$ cat config.mk
export PLATFORM = sky130hd
export DESIGN_NAME = multicycle_ctrl_unit
export DESIGN_NICKNAME = d
export VERILOG_FILES = /design/src/rtl/multicycle_ctrl_unit.sv
export SDC_FILE = /design/constraint.sdc
export NUM_CORES = 1
export LEC_CHECK = 0
export ABC_AREA = 1
export CELL_PAD_IN_SITES_DETAIL_PLACEMENT = 1
export CELL_PAD_IN_SITES_GLOBAL_PLACEMENT = 1
export CORE_MARGIN = 2
export CORE_UTILIZATION = 21
export DETAILED_ROUTE_END_ITERATION = 6
export GPL_ROUTABILITY_DRIVEN = 0
export PLACE_DENSITY = 0.86
export SETUP_SLACK_MARGIN = 0.1
export SLEW_MARGIN = 40
export SYNTH_ARGS = -nofsm -noshare
export SYNTH_HDL_FRONTEND = slang
export SYNTH_SLANG_ARGS = --single-unit
$ cat constraint.sdc
create_clock -name clk -period 2.65 [get_ports clk]
set_input_delay 0.3975 -clock clk [delete_from_list [all_inputs] [get_ports clk]]
set_output_delay 0.3975 -clock clk [all_outputs]
set_load 0.01 [all_outputs]
$ cat src/rtl/multicycle_ctrl_unit.sv
// -----------------------------------------------------------------------------
// multicycle_ctrl_unit
//
// Moore control unit for the multicycle RV32I core. A single state register
// sequences fetch, decode, execute, memory access and writeback across several
// cycles. Every output is decoded combinationally from the current state, plus
// mem_ready (FETCH/MEMREAD/MEMWRITE handshake), the ALU flags (BRANCH) and the
// instruction fields (ALU decode, immsrc).
//
// Parameters
//   EXT_ALU  0: 3-bit base ALU op set, 1: 4-bit extended set
//   EXT_BR   0: beq only, 1: beq/bne/blt/bge/bltu/bgeu
//   ACW      derived ALU control width, 3 + EXT_ALU
//
// Ports
//   clk         in   rising-edge clock
//   reset       in   asynchronous active-high reset, state -> FETCH
//   op          in   instr[6:0]
//   funct3      in   instr[14:12]
//   funct7b5    in   instr[30]
//   zero/lt/ltu in   ALU flags: equal, signed less-than, unsigned less-than
//   mem_ready   in   memory port completes the current access this cycle
//   pcwrite     out  PC register enable
//   adrsrc      out  memory address select, 0 = PC, 1 = ALU result register
//   memwrite    out  memory write strobe
//   irwrite     out  instruction register / oldPC enable
//   resultsrc   out  00 = aluout, 01 = data, 10 = ALU direct
//   alusrca     out  00 = PC, 01 = oldPC, 10 = rs1
//   alusrcb     out  00 = rs2, 01 = imm, 10 = constant 4
//   alucontrol  out  ALU operation (ACW bits)
//   immsrc      out  00 = I, 01 = S, 10 = B, 11 = J
//   regwrite    out  register file write enable
//   illegal     out  high for the DECODE cycle of an unsupported opcode
//   state_dbg   out  current state for checkers (0 = FETCH, see state_t)
//
// Memory handshake: an access is presented in FETCH, MEMREAD or MEMWRITE and
// completes in the cycle where mem_ready is high; the FSM holds the state (and
// all its strobes) on every cycle where mem_ready is low. mem_ready is ignored
// in every other state.
// -----------------------------------------------------------------------------
module multicycle_ctrl_unit #(
    parameter int  EXT_ALU = 0,
    parameter int  EXT_BR  = 0,
    localparam int ACW     = 3 + EXT_ALU
) (
    input  logic           clk,
    input  logic           reset,
    input  logic [6:0]     op,
    input  logic [2:0]     funct3,
    input  logic           funct7b5,
    input  logic           zero,
    input  logic           lt,
    input  logic           ltu,
    input  logic           mem_ready,
    output logic           pcwrite,
    output logic           adrsrc,
    output logic           memwrite,
    output logic           irwrite,
    output logic [1:0]     resultsrc,
    output logic [1:0]     alusrca,
    output logic [1:0]     alusrcb,
    output logic [ACW-1:0] alucontrol,
    output logic [1:0]     immsrc,
    output logic           regwrite,
    output logic           illegal,
    output logic [3:0]     state_dbg
);

    // Opcodes recognised in DECODE
    localparam logic [6:0] OP_LOAD   = 7'b0000011;
    localparam logic [6:0] OP_STORE  = 7'b0100011;
    localparam logic [6:0] OP_R      = 7'b0110011;
    localparam logic [6:0] OP_I      = 7'b0010011;
    localparam logic [6:0] OP_JAL    = 7'b1101111;
    localparam logic [6:0] OP_BRANCH = 7'b1100011;

    // Internal ALU request from the FSM to the ALU decoder
    localparam logic [2:0] ALUOP_ADD   = 3'd0;
    localparam logic [2:0] ALUOP_SUB   = 3'd1;
    localparam logic [2:0] ALUOP_FUNCT = 3'd2;

    typedef enum logic [3:0] {
        S_FETCH    = 4'd0,
        S_DECODE   = 4'd1,
        S_MEMADR   = 4'd2,
        S_MEMREAD  = 4'd3,
        S_MEMWB    = 4'd4,
        S_MEMWRITE = 4'd5,
        S_EXECR    = 4'd6,
        S_EXECI    = 4'd7,
        S_ALUWB    = 4'd8,
        S_JAL      = 4'd9,
        S_BRANCH   = 4'd10
    } state_t;

    state_t     state;
    logic [2:0] aluop;
    logic       taken;
    logic       taken_base;
    logic       taken_ext;
    logic [2:0] alu_base;
    logic [3:0] alu_ext;
    logic [3:0] alu_sel;
    logic       op_known;

    assign state_dbg = state;

    // ------------------------------------------------------------------
    // State register: the only storage in the block.
    // ------------------------------------------------------------------
    always_ff @(posedge clk or posedge reset) begin
        if (reset) begin
            state <= S_FETCH;
        end else begin
            case (state)
                S_FETCH: begin
                    if (mem_ready) state <= S_DECODE;
                end
                S_DECODE: begin
                    case (op)
                        OP_LOAD, OP_STORE: state <= S_MEMADR;
                        OP_R:              state <= S_EXECR;
                        OP_I:              state <= S_EXECI;
                        OP_JAL:            state <= S_JAL;
                        OP_BRANCH:         state <= S_BRANCH;
                        default:           state <= S_FETCH;
                    endcase
                end
                S_MEMADR: begin
                    // op[5] separates sw (0100011) from lw (0000011)
                    state <= op[5] ? S_MEMWRITE : S_MEMREAD;
                end
                S_MEMREAD: begin
                    if (mem_ready) state <= S_MEMWB;
                end
                S_MEMWB: begin
                    state <= S_FETCH;
                end
                S_MEMWRITE: begin
                    if (mem_ready) state <= S_FETCH;
                end
                S_EXECR, S_EXECI: begin
                    state <= S_ALUWB;
                end
                S_ALUWB: begin
                    state <= S_FETCH;
                end
                S_JAL: begin
                    // rd = oldPC + 4 is written back in ALUWB
                    state <= S_ALUWB;
                end
                S_BRANCH: begin
                    state <= S_FETCH;
                end
                default: begin
                    state <= S_FETCH;
                end
            endcase
        end
    end

    // ------------------------------------------------------------------
    // Opcode legality, used only for the illegal pulse in DECODE.
    // ------------------------------------------------------------------
    always_comb begin
        case (op)
            OP_LOAD, OP_STORE, OP_R, OP_I, OP_JAL, OP_BRANCH: op_known = 1'b1;
            default:                                          op_known = 1'b0;
        endcase
    end

    // ------------------------------------------------------------------
    // Moore output decode. Everything not set in a state stays 0.
    // ------------------------------------------------------------------
    always_comb begin
        pcwrite   = 1'b0;
        adrsrc    = 1'b0;
        memwrite  = 1'b0;
        irwrite   = 1'b0;
        resultsrc = 2'b00;
        alusrca   = 2'b00;
        alusrcb   = 2'b00;
        regwrite  = 1'b0;
        illegal   = 1'b0;
        aluop     = ALUOP_ADD;
        case (state)
            S_FETCH: begin
                // PC+4 goes straight to the PC through the ALU-direct path
                alusrca   = 2'b00;
                alusrcb   = 2'b10;
                resultsrc = 2'b10;
                irwrite   = mem_ready;
                pcwrite   = mem_ready;
            end
            S_DECODE: begin
                // Precompute oldPC + imm so a branch target sits in aluout
                alusrca = 2'b01;
                alusrcb = 2'b01;
                illegal = ~op_known;
            end
            S_MEMADR: begin
                alusrca = 2'b10;
                alusrcb = 2'b01;
            end
            S_MEMREAD: begin
                adrsrc = 1'b1;
            end
            S_MEMWB: begin
                resultsrc = 2'b01;
                regwrite  = 1'b1;
            end
            S_MEMWRITE: begin
                // Strobe is held for every wait cycle until mem_ready
                adrsrc   = 1'b1;
                memwrite = 1'b1;
            end
            S_EXECR: begin
                alusrca = 2'b10;
                alusrcb = 2'b00;
                aluop   = ALUOP_FUNCT;
            end
            S_EXECI: begin
                alusrca = 2'b10;
                alusrcb = 2'b01;
                aluop   = ALUOP_FUNCT;
            end
            S_ALUWB: begin
                resultsrc = 2'b00;
                regwrite  = 1'b1;
            end
            S_JAL: begin
                // Jump target from DECODE is in aluout; ALU forms oldPC + 4
                alusrca   = 2'b01;
                alusrcb   = 2'b10;
                resultsrc = 2'b00;
                pcwrite   = 1'b1;
            end
            S_BRANCH: begin
                alusrca   = 2'b10;
                alusrcb   = 2'b00;
                aluop     = ALUOP_SUB;
                resultsrc = 2'b00;
                pcwrite   = taken;
            end
            default: begin
            end
        endcase
    end

    // ------------------------------------------------------------------
    // Branch condition. Both decodes are always built; EXT_BR selects.
    // ------------------------------------------------------------------
    always_comb begin
        taken_base = (funct3 == 3'b000) & zero;
        case (funct3)
            3'b000:  taken_ext = zero;
            3'b001:  taken_ext = ~zero;
            3'b100:  taken_ext = lt;
            3'b101:  taken_ext = ~lt;
            3'b110:  taken_ext = ltu;
            3'b111:  taken_ext = ~ltu;
            default: taken_ext = 1'b0;
        endcase
        taken = (EXT_BR != 0) ? taken_ext : taken_base;
    end

    // ------------------------------------------------------------------
    // ALU decoder. Subtraction on funct3=000 needs both op[5] (R-type, so
    // addi with instr[30] set stays an add) and funct7b5.
    // ------------------------------------------------------------------
    always_comb begin
        case (aluop)
            ALUOP_ADD: alu_base = 3'b000;
            ALUOP_SUB: alu_base = 3'b001;
            default: begin
                case (funct3)
                    3'b000:  alu_base = (op[5] & funct7b5) ? 3'b001 : 3'b000;
                    3'b010:  alu_base = 3'b101;
                    3'b110:  alu_base = 3'b011;
                    3'b111:  alu_base = 3'b010;
                    default: alu_base = 3'b000; // no base encoding: add
                endcase
            end
        endcase
    end

    always_comb begin
        case (aluop)
            ALUOP_ADD: alu_ext = 4'b0000;
            ALUOP_SUB: alu_ext = 4'b0001;
            default: begin
                case (funct3)
                    3'b000:  alu_ext = (op[5] & funct7b5) ? 4'b0001 : 4'b0000;
                    3'b001:  alu_ext = 4'b0110;
                    3'b010:  alu_ext = 4'b0101;
                    3'b011:  alu_ext = 4'b1001;
                    3'b100:  alu_ext = 4'b0100;
                    3'b101:  alu_ext = funct7b5 ? 4'b1000 : 4'b0111;
                    3'b110:  alu_ext = 4'b0011;
                    default: alu_ext = 4'b0010;
                endcase
            end
        endcase
    end

    always_comb begin
        alu_sel = (EXT_ALU != 0) ? alu_ext : {1'b0, alu_base};
    end

    assign alucontrol = ACW'(alu_sel);

    // ------------------------------------------------------------------
    // Immediate format depends on the opcode only, in every state.
    // ------------------------------------------------------------------
    always_comb begin
        case (op)
            OP_STORE:  immsrc = 2'b01;
            OP_BRANCH: immsrc = 2'b10;
            OP_JAL:    immsrc = 2'b11;
            default:   immsrc = 2'b00;
        endcase
    end

endmodule
# After elaboration in Yosys (flattened, before gate mapping)
# Index checks and enable logic that the tools add are counted.
[word_totals] register_bits=4 input_bits=17 output_inout_bits=21 wordCells=62
[classes] n_eq_ne=23 mux=21 n_bitwise=3 reduce_logical=14
[op_table] operator="one-hot mux 4 bit (6 select lines)" n=1
[op_table] operator="one-hot mux 4 bit (5 select lines)" n=1
[op_table] operator="equality test 4 x 3 -> 1 bit, second input constant" n=4
[op_table] operator="one-hot mux 2 bit (2 select lines)" n=4
[op_table] operator="equality test 7 x 6 -> 1 bit, second input constant" n=2
[op_table] operator="equality test 7 bit, second input constant" n=2
[op_table] operator="equality test 4 bit, second input constant" n=3
[op_table] operator="2-to-1 mux 4 bit" n=3
[op_table] operator="one-hot mux 3 bit (4 select lines)" n=1
[op_table] operator="OR reduction 2 bit" n=6
[op_table] operator="equality test 4 x 2 -> 1 bit, second input constant" n=2
[op_table] operator="equality test 7 x 2 -> 1 bit, second input constant" n=1
[op_table] operator="equality test 7 x 5 -> 1 bit, second input constant" n=1
[op_table] operator="2-to-1 mux 1 bit" n=7
[op_table] operator="equality test 3 bit, second input constant" n=2
[op_table] operator="logical NOT 3 bit" n=2
[op_table] operator="inequality test 2 bit, second input constant" n=3
[op_table] operator="one-hot mux 2 bit (3 select lines)" n=1
[op_table] operator="one-hot mux 3 bit (2 select lines)" n=1
[op_table] operator="OR reduction 3 bit" n=2
[op_table] operator="OR reduction 6 bit" n=1
[op_table] operator="equality test 4 x 1 -> 1 bit, second input constant" n=1
[op_table] operator="logical NOT 4 bit" n=1
[op_table] operator="OR reduction 4 bit" n=1
[op_table] operator="other kinds (7)" n=8

# Depth between registers and ports, before layout
# Gate-level depths: netlist (run 1).
[depth] word_depth=5 mapped_depth=9 ltp_nobuf=9

# Least setup slack after synthesis (run 1)
# OpenSTA, ideal clock, no wires.
[synth_timing] path_type="register to output" from="register state[2], in the netlist state_dbg[2]" to="output port alusrcb[0]" arrival_ns=1.200 required_ns=2.253 setup_slack_ns=1.053 path_stages_with_launch=5 n_path_buf=0 path_cell_list="dfrtp_1 -> inv_1 -> nor2_1 -> inv_1 -> o311ai_0"
[synth_between] elab_chain_len=3 word_cells_on_any_way=8 cone_classes="eq/ne (4); mux (1); reduce/logical (3)"
[synth_lines] item="start, declared" line_no="96" text="state_t state;"
[synth_lines] item="start signal, assigned" line_no="131" text="state <= op[5] ? S_MEMWRITE : S_MEMREAD;"
[synth_lines] item="equality test 4 x 3 -> 1 bit (tied with other cells)" line_no="186" text="case (state)"
[synth_lines] item="OR reduction 3 bit (no line) or OR reduction 2 bit (tied branches)"
[synth_lines] item="one-hot mux 2 bit (2 select lines) *" line_no="186"
[synth_lines] item="end, declared" line_no="61" text="output logic [1:0] alusrcb,"
# Mark *: on every way between the ends. The rest lies on a longest branch, timed or not.

# Worst setup path after layout (run 1)
[layout_timing] from="input port op[5]" to="output port immsrc[1]"
[layout_between] elab_chain_len=2 word_cells_on_any_way=4 cone_classes="eq/ne (3); mux (1)"
[layout_lines] item="start, declared" line_no="48" text="input logic [6:0] op,"
[layout_lines] item="equality test 7 bit or equality test 7 x 6 -> 1 bit (tied branches)" line_no="316" text="case (op)"
[layout_lines] item="one-hot mux 2 bit (3 select lines) *" line_no="316"
[layout_lines] item="end, declared" line_no="63" text="output logic [1:0] immsrc,"
# Marked as above.

==> impl_metrics.tcl, run 1 <==
set metrics [dict create \
    ys_ff_latch 4 \
    post-place-ws_ns 0.180 \
    synth_top_family_by_area "simple AND/OR/NAND/NOR gates" \
    clock_path_buffers 2 \
    io_pins 38 \
    clk_latency_ns 0.23 \
    grt_util_all_layers_pct 13.6 \
    clockRootBuffer "clkbuf_4" \
    grt_pass1_vias 698 \
    met3_usage_pct 2.54 \
    antenna_left 0 \
    slew_viol_final 0 \
    drt-total-wl_um 1840 \
    finalSetupTns_ns 0 \
    vias 701 \
    maxCapViolations 0 \
    synthesis.area_um2 509 \
    yosys.area_share.adder_pct 0 \
    coreArea_um2 2250 \
    cts_sinks 4 \
    cp-end-kind "output port" \
    fp-row-count 17 \
    cts_setup_buffers 0 \
    first_iter_violations 5 \
    crit_path_max_fanout 5 \
    cts_tree "yes" \
    synth-xor-area-share_pct 0 \
    grtUsageMet1_pct 17.0 \
    yosys.area.top_type "dfrtp_1" \
    synthDominantCellAreaShare_pct 19.7 \
    antenna_found_initial 0 \
    crit_arrival_ns 2.01 \
    hold_ws_ns 0.366 \
    cp.required_ns 2.25 \
    drt_pre_antenna_iters 3 \
    cp-start-kind "input pin" \
    yosysSeqAreaShare_pct 19.7 \
    power_density_nw_per_um2 598 \
    max_slew_margin_pct 76.2 \
    fin_ws_ns 0.245 \
    hpwl_um 1600 \
    hp-class "input pin to async pin" \
    critical_path_class "input pin to output port" \
    postLayoutCellArea_um2 925 \
    muxShareOfSynthArea_pct 0 \
    synth_compound_area_share_pct 12.0 \
    syn-num-nets 110 \
    grt.overflow.total 0 \
    fp.dieH_um 53.2 \
    met2_usage_pct 24.7 \
    grt_start_max_net_pins 8 \
    fmax_ghz 0.416 \
    p_leak_nw 0.454 \
    num-nets-final 150 \
    path_clk_slew_ns 0.04 \
    route.detailed.drc 0 \
    rsz0062_at_grt "false" \
    fin_crit_sh_pct 90.8 \
    syn_to_final_growth_pct 81.6 \
    report.final.setup_viol 0 \
    die_x_um 53.2 \
    fin_crit_ns 2.41 \
    grt_pass1_wl_um 2930 \
    skew_ns 0.00293 \
    synth_area_leaders "dfrtp_1, nand2_1, inv_1" \
    status "finished clean" \
    start_util_pct 22.6 \
    worst_pin_slew_ns 0.354 \
    syn_inst 93 \
    largest_reg_flops 4 \
    cts_buffers 3 \
    wl_per_cell_um 11.5 \
    fp.dieArea_um2 2840 \
    vdd_drop_max_v 0.000409 \
    synthDistinctLibCells 18 \
    rrSetupSlack_ns 1.31 \
    hold_violations 0 \
    dpl-instance-area_um2 895 \
    diodes 0 \
    io_buffers 35 \
    synth_simple_gate_area_share_pct 50.6 \
    avgSynthCellArea_um2 5.48 \
    route.detailed.vias_per_inst 4.41 \
    drive_gt1_share_pct 10.7 \
    yosysWarnings 0 \
    grt-busiest-layer "met2" \
    cts_max_level 1 \
    p_total_mw 0.553 \
]
==> report_power, final <==
| part | internal (mW) | total, mW | switching, mW |
|---|---|---|---|
| Sequential | 0.0731 | 0.0950 | 0.0218 |
| Clock | 0.0505 | 0.0725 | 0.0220 |
| Combinational | 0.190 | 0.385 | 0.196 |
==> per-layer routing <==
layer	vias up	wire length (um)
met5	-	0
met4	0	0
met3	0	89
met2	18	903
met1	318	843
li1	365	-
==> worst max-delay path: stages <==
cell             delay, ns
clkdlybuf4s50_1       0.59
nand2_1               0.11
nor2_1                0.13
nand2_1               0.11
nand2_1               0.12
clkdlybuf4s50_1       0.55
==> synth_stat cells (all sizes together) <==
master,number
nand2,26
inv,24
nor2,17
nand3,7
dfrtp,4
o21ai,4
nor3,3
o211ai,2
a21oi,1
nand3b,1
nand4,1
nor4,1
o221ai,1
o311ai,1
==> kinds of logic after synthesis <==
group / count (synthesis)
compound gates: 9
buf+inv: 24
flops: 4
simple gates: 56
==> stage by stage <==
step / instances / utilization (%)
after detailed placement: 156 / 39.7
after floorplan: 93 / -
after CTS: 159 / 40.7
after global placement: 156 / 39.7
after global routing: 159 / 41.0
final: 159 / 41.0
==> worst paths after layout <==
kind / from / endpoint / cells past startpoint
max reg2reg: state_dbg[2] / state_dbg[2] / 6
min reg2reg: state_dbg[0] / state_dbg[0] / 2
max in group asynchronous: reset / state_dbg[1] / 2
min: reset / state_dbg[3] / 2
min in group clk: state_dbg[0] / state_dbg[0] / 2
max: op[5] / immsrc[1] / 6
==> final cells by class <==
type                    count  area [um^2]
inverters                  24         90.1
multi-input cells          65          324
flip-flops and latches      4          100
fillers                   316         1330
well taps                  28         35.0
clock buffers               3         22.5
repair buffers             35          353
==> layout by cell type (no fill, tap or decap) <==
master	Yosys	layout
nor4_2	1	1
nand4_1	1	1
nor3_2	0	1
nor2_1	13	13
dlymetal6s2s_1	0	1
inv_2	4	4
o221ai_1	1	1
a21oi_1	1	1
clkdlybuf4s50_1	0	34
nor2_2	2	2
clkbuf_4	0	3
dfrtp_1	4	4
nand3_1	7	7
nor3_1	3	2
nor2_4	2	2
o311ai_0	1	1
inv_1	20	20
nand2_1	26	26
o21ai_2	1	1
o211ai_1	2	2
nand3b_1	1	1
o21ai_0	3	3
==> repair_timing <==
action | CTS | global route
endpoints found under the hold margin | 0 | 0
gates resized for setup | 0 | 2
hold buffers | 0 | 0
setup endpoints to repair | 0 | 2
(Power assumes the default switching activity.)
==> run 2, diff against run 1 <==
--- a/config.mk
+++ b/config.mk
@@ -8,7 +8,7 @@
 export ABC_AREA = 1
 export CELL_PAD_IN_SITES_DETAIL_PLACEMENT = 1
 export CELL_PAD_IN_SITES_GLOBAL_PLACEMENT = 1
-export CORE_MARGIN = 2
+export CORE_MARGIN = 4
 export CORE_UTILIZATION = 21
 export DETAILED_ROUTE_END_ITERATION = 6
 export GPL_ROUTABILITY_DRIVEN = 0
==> impl_metrics.tcl, run 2 (synthesis gave the netlist of run 1 again) <==
set metrics [dict create \
    fin_crit_ns 2.42 \
    cts_buffers 3 \
    grt_pass1_vias 785 \
    status "finished clean" \
    crit_chain "clkdlybuf4s50_1, nor3_2, nand3_1, o21ai_0, nand2_1, o21ai_0, clkdlybuf4s50_1" \
    clk_latency_ns 0.24 \
    drt-total-wl_um 2110 \
    cp-start-kind "input pin" \
    diodes 0 \
    p_int_mw 0.314 \
    num-nets-final 151 \
    switching_power_mw 0.253 \
    r2r_end "state_dbg[2]" \
    first_iter_violations 9 \
    drive_gt1_share_pct 11.4 \
    critical_path_class "input pin to output port" \
    io_pins 38 \
    rr_worst_depth 6 \
    hpwl_um 1850 \
    crit_slowest_cell "clkdlybuf4s50_1" \
    path_clk_slew_ns 0.04 \
    maxCapViolations 0 \
    fp-row-count 17 \
    p_total_mw 0.567 \
    grt_start_max_net_pins 8 \
    syn_to_final_growth_pct 83.0 \
    clockRootBuffer "clkbuf_4" \
    vdd_drop_max_v 0.000368 \
    final_common_cell "clkdlybuf4s50_1" \
    grt-busiest-layer "met2" \
    hold_violations 0 \
    rrSetupSlack_ns 1.33 \
    max_slew_margin_pct 70.2 \
    grt_util_all_layers_pct 13.0 \
    fin_crit_sh_pct 91.5 \
    cp-end-kind "output port" \
    drt_pre_antenna_iters 4 \
    power_density_nw_per_um2 608 \
    pwr-share-seq_pct 17.2 \
    fp.dieArea_um2 3280 \
    slew_viol_final 0 \
    largest_reg_flops 4 \
    reg2reg_from "state_dbg[2]" \
    grtUsageMet1_pct 14.4 \
    switching_share_pct 44.6 \
    fmax_ghz 0.412 \
    rsz0062_at_grt "false" \
    fp.dieH_um 57.2 \
    vias 733 \
    clkPwrFrac_pct 13.8 \
    layout_common_cells "clkdlybuf4s50_1, nand2_1, inv_1, nor2_1, nand3_1" \
    cts_sinks 4 \
    route.detailed.vias_per_inst 4.58 \
    slowest_delay_ns 0.57 \
    p_leak_nw 0.459 \
    coreArea_um2 2250 \
    worst_pin_slew_ns 0.441 \
    finalSetupTns_ns 0 \
    met3_usage_pct 3.39 \
    antenna_left 0 \
    wl_per_cell_um 13.2 \
    io_buffers 35 \
    cts_tree "yes" \
    register_area_um2 100 \
    cp.required_ns 2.25 \
    cts_max_level 1 \
    crit_arrival_ns 2.03 \
    p_comb_share_pct 69.1 \
    die_x_um 57.2 \
    fill_cells 306 \
    clock_path_buffers 2 \
    grt_pass1_wl_um 3400 \
    route.detailed.drc 0 \
    report.final.setup_viol 0 \
    crit_path_max_fanout 3 \
    antenna_found_initial 0 \
    skew_ns 0.00255 \
    grt.overflow.total 0 \
    met2_usage_pct 25.6 \
    start_util_pct 22.6 \
    multi_input_area_um2 324 \
    hp-class "input pin to async pin" \
]
## run 2: worst max path at each step
| stage | to | slack, ns | cells past startpoint | startpoint |
|---|---|---|---|---|
| after global routing | alusrcb[0] | 0.12 | 5 | state_dbg[2] |
| after global placement | alucontrol[0] | 0.26 | 7 | funct3[0] |
| after detailed placement | alucontrol[0] | 0.18 | 7 | funct3[0] |
| after CTS | alucontrol[0] | 0.17 | 7 | funct3[0] |
| after floorplan | alusrcb[0] | 1.05 | 4 | state_dbg[2] |
| final | alucontrol[0] | 0.23 | 7 | funct3[0] |
## run 2: metal layers
metal / vias to the layer above / wire, um
li1: 365 / -
met1: 347 / 839
met2: 21 / 1170
met3: 0 / 100
met4: 0 / 0
met5: - / 0
## run 2: worst max-delay path, delay by kind of cell
kind	cells	cell delay (ns)
buffers and inverters	2	1.04
AND/OR/NAND/NOR	3	0.39
AO/OA/AOI/OAI	2	0.19
## run 2: power by group through the flow
stage / Clock [mW] / Combinational, mW / Sequential [mW]
final: 0.0781 / 0.392 / 0.0973
after global routing: 0.0849 / 0.429 / 0.100
after CTS: 0.0808 / 0.401 / 0.0973
after detailed placement: 0 / 0.397 / 0.0985
after global placement: 0 / 0.384 / 0.0958
after floorplan: 0 / 0.182 / 0.0973
## run 2: what timing repair did
action / in CTS / in global routing
buffers inserted: 0 / 0
hold endpoints to repair: 0 / 0
setup endpoints to repair: 0 / 2
resized for setup: 0 / 2
hold buffers: 0 / 0
## run 2: through the flow
step	setup WS (ns)	hold slack (ns)	instance area, um^2	cells	util, %
2_1_floorplan	1.05	0.164	509	93	-
6_report	0.226	0.353	932	160	41.3
3_3_place_gp	0.256	0.581	902	157	40.0
4_1_cts	0.167	0.360	925	160	41.0
3_5_place_dp	0.178	0.614	902	157	40.0
5_1_grt	0.123	0.372	932	160	41.3
## run 2: final cells by class
| cell class | instances | area share [%] |
|---|---|---|
| repair buffers | 36 | 38.7 |
| multi-input cells | 65 | 34.8 |
| flip-flops and latches | 4 | 10.7 |
| inverters | 24 | 9.66 |
| well taps | 28 | 3.76 |
| clock buffers | 3 | 2.42 |
==> edit 1: new RTL, flow settings as in run 1 <==
Make the reset (`reset`) synchronous in one clocked block. Comments in the files are not updated.
--- a/src/rtl/multicycle_ctrl_unit.sv
+++ b/src/rtl/multicycle_ctrl_unit.sv
@@ -110,3 +110,3 @@
     // ------------------------------------------------------------------
-    always_ff @(posedge clk or posedge reset) begin
+    always_ff @(posedge clk) begin
         if (reset) begin
Formal check against the unedited RTL: differs if reset is asserted again (counterexample within 4 cycles, from zero or initial values and one cycle with reset high); with reset held inactive, the same outputs for 10 cycles.
==> edit 1 against run 1 <==
Area after synthesis grew 2.0%. Routed wire length up 1.9%. Setup slack got worse by 0.0049 ns. Global-route usage rose by 0.79 points. Sequential cell count unchanged. Cell count stayed put. First-iteration DRC count unchanged. Worst hold slack improved by 0.24 ns. Critical path type unchanged. Final area increased by 1.1%.
Power is not compared: it rests on default switching activity, and its combinational part moved more than twofold at a synthesized area within 25%.
==> edit 1: results (changes against run 1) <==
CTS Root Buffer Type clkbuf_4; DRT iter0 DRCs 5 (unchanged); postcts setup bufs 0 (unchanged); vias in the first global route 774 (+11%); Hold WC Path Type flop to flop; Seq/Total Area, Yosys 0.154 (-0.0423); Nets 148 (-1.3%); non-filler instance count after layout 159 (unchanged); post-route ant nets 0 (unchanged); H-Tree Depth 1 (unchanged); maximum VDD drop 0.185 mV; hold path cells 2; CP Max Fanout 4 (-1); Global Route Usage Sum 0.144 (+0.00786); HP Start state_dbg[0]; layout cells sized above 1 0.178 (+0.0714); R2R Path End state_dbg[2]; CP delay by family, top buffers and inverters; cell with the largest stage delay on the worst path clkdlybuf4s50_1; largest net degree at the start of global routing 8 (unchanged); relative slew slack 0.799 (+0.0367); Clock Path Buffers 2 (unchanged); antenna violations before repair 0 (unchanged); hpwl dp 1640 µm (+2.8%); Post-Syn Nets 108 (-1.8%); Data required, critical path 2.25 ns (about the same); Synth top cells by count nand2_1 (16), inv_1 (14), nor2_1 (14); asr flop ratio synth 0 (-1.00); crit-path max cell delay 0.60 ns; # port buffers 35 (unchanged); first-pass GRT wire length 3160 µm (+8.0%); ys flop type dfxtp_1; TritonRoute pass-1 iters 4 (+1); outcome finished clean; WL/cell 11.8 µm (+1.9%); max FFs per register 4 (unchanged); flop-to-flop setup slack 1.39 ns (+0.08 ns); Pleak approximately 0.39 nW; yosys warns 0 (unchanged); Clock Skew 0.000951 ns (-0.00198 ns); reg2reg start state_dbg[0]; layout filler cell count 324 (+2.5%); CTS buffer count 3 (unchanged); clk slew on worst S/H paths 0.03 ns; final setup TNS 0 ns (unchanged); largest cells by area after synthesis dfxtp_1 (15%), nand2_1 (12%), inv_1 (10%), nor2_1 (10%), o21ai_0 (6.7%); post-synth cell types 21 (+3); Overflow after GRT 0 (unchanged); Via Count 720 (+2.7%); Endpoint, Worst Hold state_dbg[0]; # resized after CTS 0 (unchanged); Antenna Cells 0 (unchanged); Clock Latency Late Sink 0.23 ns (about the same); Post-Synthesis Cells 91 (-2.2%); reg2reg path depth 7 (+1)
==> edit 1: cells by family after synthesis <==
| logic type | count (synthesis) | share of synthesized area |
|---|---|---|
| compound gates | 20 | 0.234 |
| buf+inv | 19 | 0.137 |
| simple gates | 48 | 0.475 |
| flops | 4 | 0.154 |
==> edit 1: through the flow <==
step | total power [mW] | cell area, µm² | hold slack [ns] | utilization | worst slack [ns]
2_1_floorplan | 0.113 | 519 | 0.467 | - | 1.14
3_3_place_gp | 0.172 | 907 | 0.594 | 0.376 | 0.249
3_5_place_dp | 0.175 | 907 | 0.615 | 0.376 | 0.208
4_1_cts | 0.248 | 930 | 0.614 | 0.386 | 0.202
5_1_grt | 0.267 | 935 | 0.649 | 0.388 | 0.115
6_report | 0.247 | 935 | 0.610 | 0.388 | 0.240
==> edit 1: where the power goes <==
group          total [mW]  switching [mW]  internal (mW)
sequential         0.0664         0.00380         0.0626
clock              0.0731          0.0226         0.0505
combinational       0.107          0.0505         0.0568
total               0.247          0.0769          0.170
==> edit 1: cell type report <==
cell class / instances / share of cell area
Tap cell: 30 / 0.0402
Timing Repair Buffer: 35 / 0.375
Multi-Input combinational cell: 68 / 0.399
Inverter: 19 / 0.0763
Clock buffer: 3 / 0.0241
Sequential cell: 4 / 0.0857
==> edit 1: per-layer routing <==
metal	GRT usage	routed length, µm
met1	0.161	767
met2	0.285	989
met5	0	0
met3	0.0194	113
met4	0.0256	0
==> edit 1: worst max-delay path by stage <==
stage,start,endpoint,slack (ns)
final,op[5],immsrc[1],0.24
after global routing,funct3[0],alucontrol[0],0.11
after CTS,funct3[0],alucontrol[0],0.20
after detailed placement,funct3[0],alucontrol[0],0.21
after global placement,funct3[0],alucontrol[0],0.25
after floorplan,state_dbg[2],alucontrol[2],1.14
==> edit 2: new RTL, config.mk and constraints of run 1 <==
Made on the original files. Put one more register stage on the output `state_dbg`, with the module's reset. The value now appears one clock later. The other outputs are not delayed to match.
--- a/src/rtl/multicycle_ctrl_unit.sv
+++ b/src/rtl/multicycle_ctrl_unit.sv
@@ -105,3 +105,9 @@
 
-    assign state_dbg = state;
+    always_ff @(posedge clk or posedge reset) begin
+        if (reset) begin
+            state_dbg <= '0;
+        end else begin
+            state_dbg <= state;
+        end
+    end
 
Check against the original RTL: not equivalent (a bounded check fails within 4 cycles, from zero or initial values and one cycle with reset high).
==> edit 2 against run 1 <==
Power is 21% higher. Routed wire length is 12% higher. Setup slack better by 0.028 ns. Clock power is 26% higher. Final area is 13% higher. Synthesized cell count is 4.3% higher. Sequential cell count is 4 higher. Area after synthesis is 22% higher. Critical endpoint unchanged. Largest cell class unchanged. Largest power group unchanged.
==> edit 2: results (changes against run 1) <==
TritonRoute pass-1 iters 4 (+1); met1 wire length 863 µm (+2.4%); NetSw 274 µW (+15%); outcome finished clean; maximum VDD drop 0.295 mV (-28%); Nets 155 (+3.3%); # port buffers 35 (unchanged); vias in the first global route 869 (+24%); Pleak 0.518 nW (+14%); Regs by FF count state x4, state_dbg x4; Seq/Total Area, Yosys 0.322 (+0.125); post-synthesis mux area share 0 (unchanged); clk slew on worst S/H paths ~0.05 ns; largest net degree at the start of global routing 9 (+1); Clock Skew 0.00419 ns (+0.00125 ns); DRT iter0 DRCs 13 (+8); WL/cell 12.3 µm (+6.4%); xor/xnor cell area share of the yosys netlist 0 (unchanged); worst path arrival time 1.98 ns (-0.03 ns); Synth top cells by count nand2_1 (24), inv_1 (15), nor2_1 (14); antenna violations before repair 0 (unchanged); wire length on met3 102 µm (+15%); Post-Syn Nets 114 (+3.6%); Initial Util 0.224 (-0.00229); layout cells sized above 1 0.169 (+0.0622); non-filler instance count after layout 167 (+5.0%); Antenna Cells 0 (unchanged); asr flop ratio synth 1.00 (unchanged); Global Route Usage Sum 0.134 (-0.00241); H-Tree Depth 1 (unchanged); post-synth cell types 19 (+1); Clock Latency Late Sink 0.25 ns (+0.02 ns); CTS buffer count 3 (unchanged); uppermost layer routed met4; met2 routed WL 1060 µm (+17%); CTS Root Buffer Type clkbuf_4; Avg Cell Area, Syn 6.41 µm² (+17%); yosys warns 0 (unchanged); first-pass GRT wire length 3540 µm (+21%); relative slew slack 0.811 (+0.0492); Hold WC Path Type input pin to async pin; Clock Path Buffers 2 (unchanged); largest cells by area after synthesis dfrtp_1 (32%), nand2_1 (14%), inv_1 (9.1%), nor2_1 (8.5%), nand3_1 (4.8%); Synth Area in Compound Gates 0.109 (-0.0117); CP Max Fanout 4 (-1); Post-Synth Adder-Cell Area 0 (unchanged); hpwl dp 1790 µm (+12%); vias per cell 4.56 (+3.5%)
-- edit 2: cell types whose count changed after synthesis, moves of 2 or more --
| cell | delta |
|---|---|
| nor2_2 | +2 |
| nand2_2 | +4 |
| dfrtp_1 | +4 |
| inv_2 | +2 |
| o31ai_1 | +2 |
| nor3_1 | -2 |
| nand2_1 | -2 |
| inv_1 | -5 |
-- edit 2: worst paths after layout --
kind	start	to	slack (ns)	depth (start not counted)
worst max-delay path	op[5]	immsrc[1]	0.27	6
worst min-delay path	reset	state_dbg[2]	0.39	2
worst max register to register	state[1]	state[0]	1.38	9
worst min register to register	state[0]	state_dbg[0]	0.50	0
max in group asynchronous	reset	state[0]	2.03	2
min in group clk	state[0]	state_dbg[0]	0.50	0
-- edit 2: routing by layer --
| metal | up-vias | track usage |
|---|---|---|
| met1 | 349 | 0.158 |
| met2 | 27 | 0.239 |
| met3 | 4 | 0.0242 |
| met5 | - | 0 |
| li1 | 382 | - |
| met4 | 0 | 0.0498 |
-- edit 2: layout make-up --
class,instances,area [µm²]
fillers,379,1730
repair buffers,36,359
multi-input cells,68,348
flip-flops and latches,8,200
inverters,21,78.8
well taps,31,38.8
clock buffers,3,22.5
-- edit 2: repair_timing --
action	4_1_cts	5_1_grt
endpoints found under the setup margin	1	1
pin swaps	0	1
hold buffers	0	0
buffers inserted	0	1
resized for setup	1	2
-- edit 2: through the flow --
stage	utilization	power (mW)	area, µm²	setup WS [ns]
5_1_grt	0.377	0.725	1050	0.175
4_1_cts	0.371	0.678	1030	0.102
3_3_place_gp	0.363	0.575	1010	0.156
2_1_floorplan	-	0.373	622	1.10
3_5_place_dp	0.363	0.587	1010	0.104
6_report	0.377	0.666	1050	0.273
-- edit 2: critical path, cell delays in order --
cell	delay [ns]
clkdlybuf4s50_1	0.53
nand2_1	0.10
nor2_2	0.15
nand2_1	0.09
nand2_1	0.14
clkdlybuf4s50_1	0.56
-- edit 2: logic make-up after synthesis --
group | count (synthesis)
compound gates | 10
buf+inv | 21
flops | 8
simple gates | 58
-- edit 2: power by group through the flow --
stage / registers (mW) / logic, mW / clock network (mW)
after global routing: 0.171 / 0.448 / 0.105
after global placement: 0.169 / 0.407 / 0
after floorplan: 0.171 / 0.202 / 0
after detailed placement: 0.170 / 0.417 / 0
after CTS: 0.168 / 0.415 / 0.0951
final: 0.167 / 0.408 / 0.0915
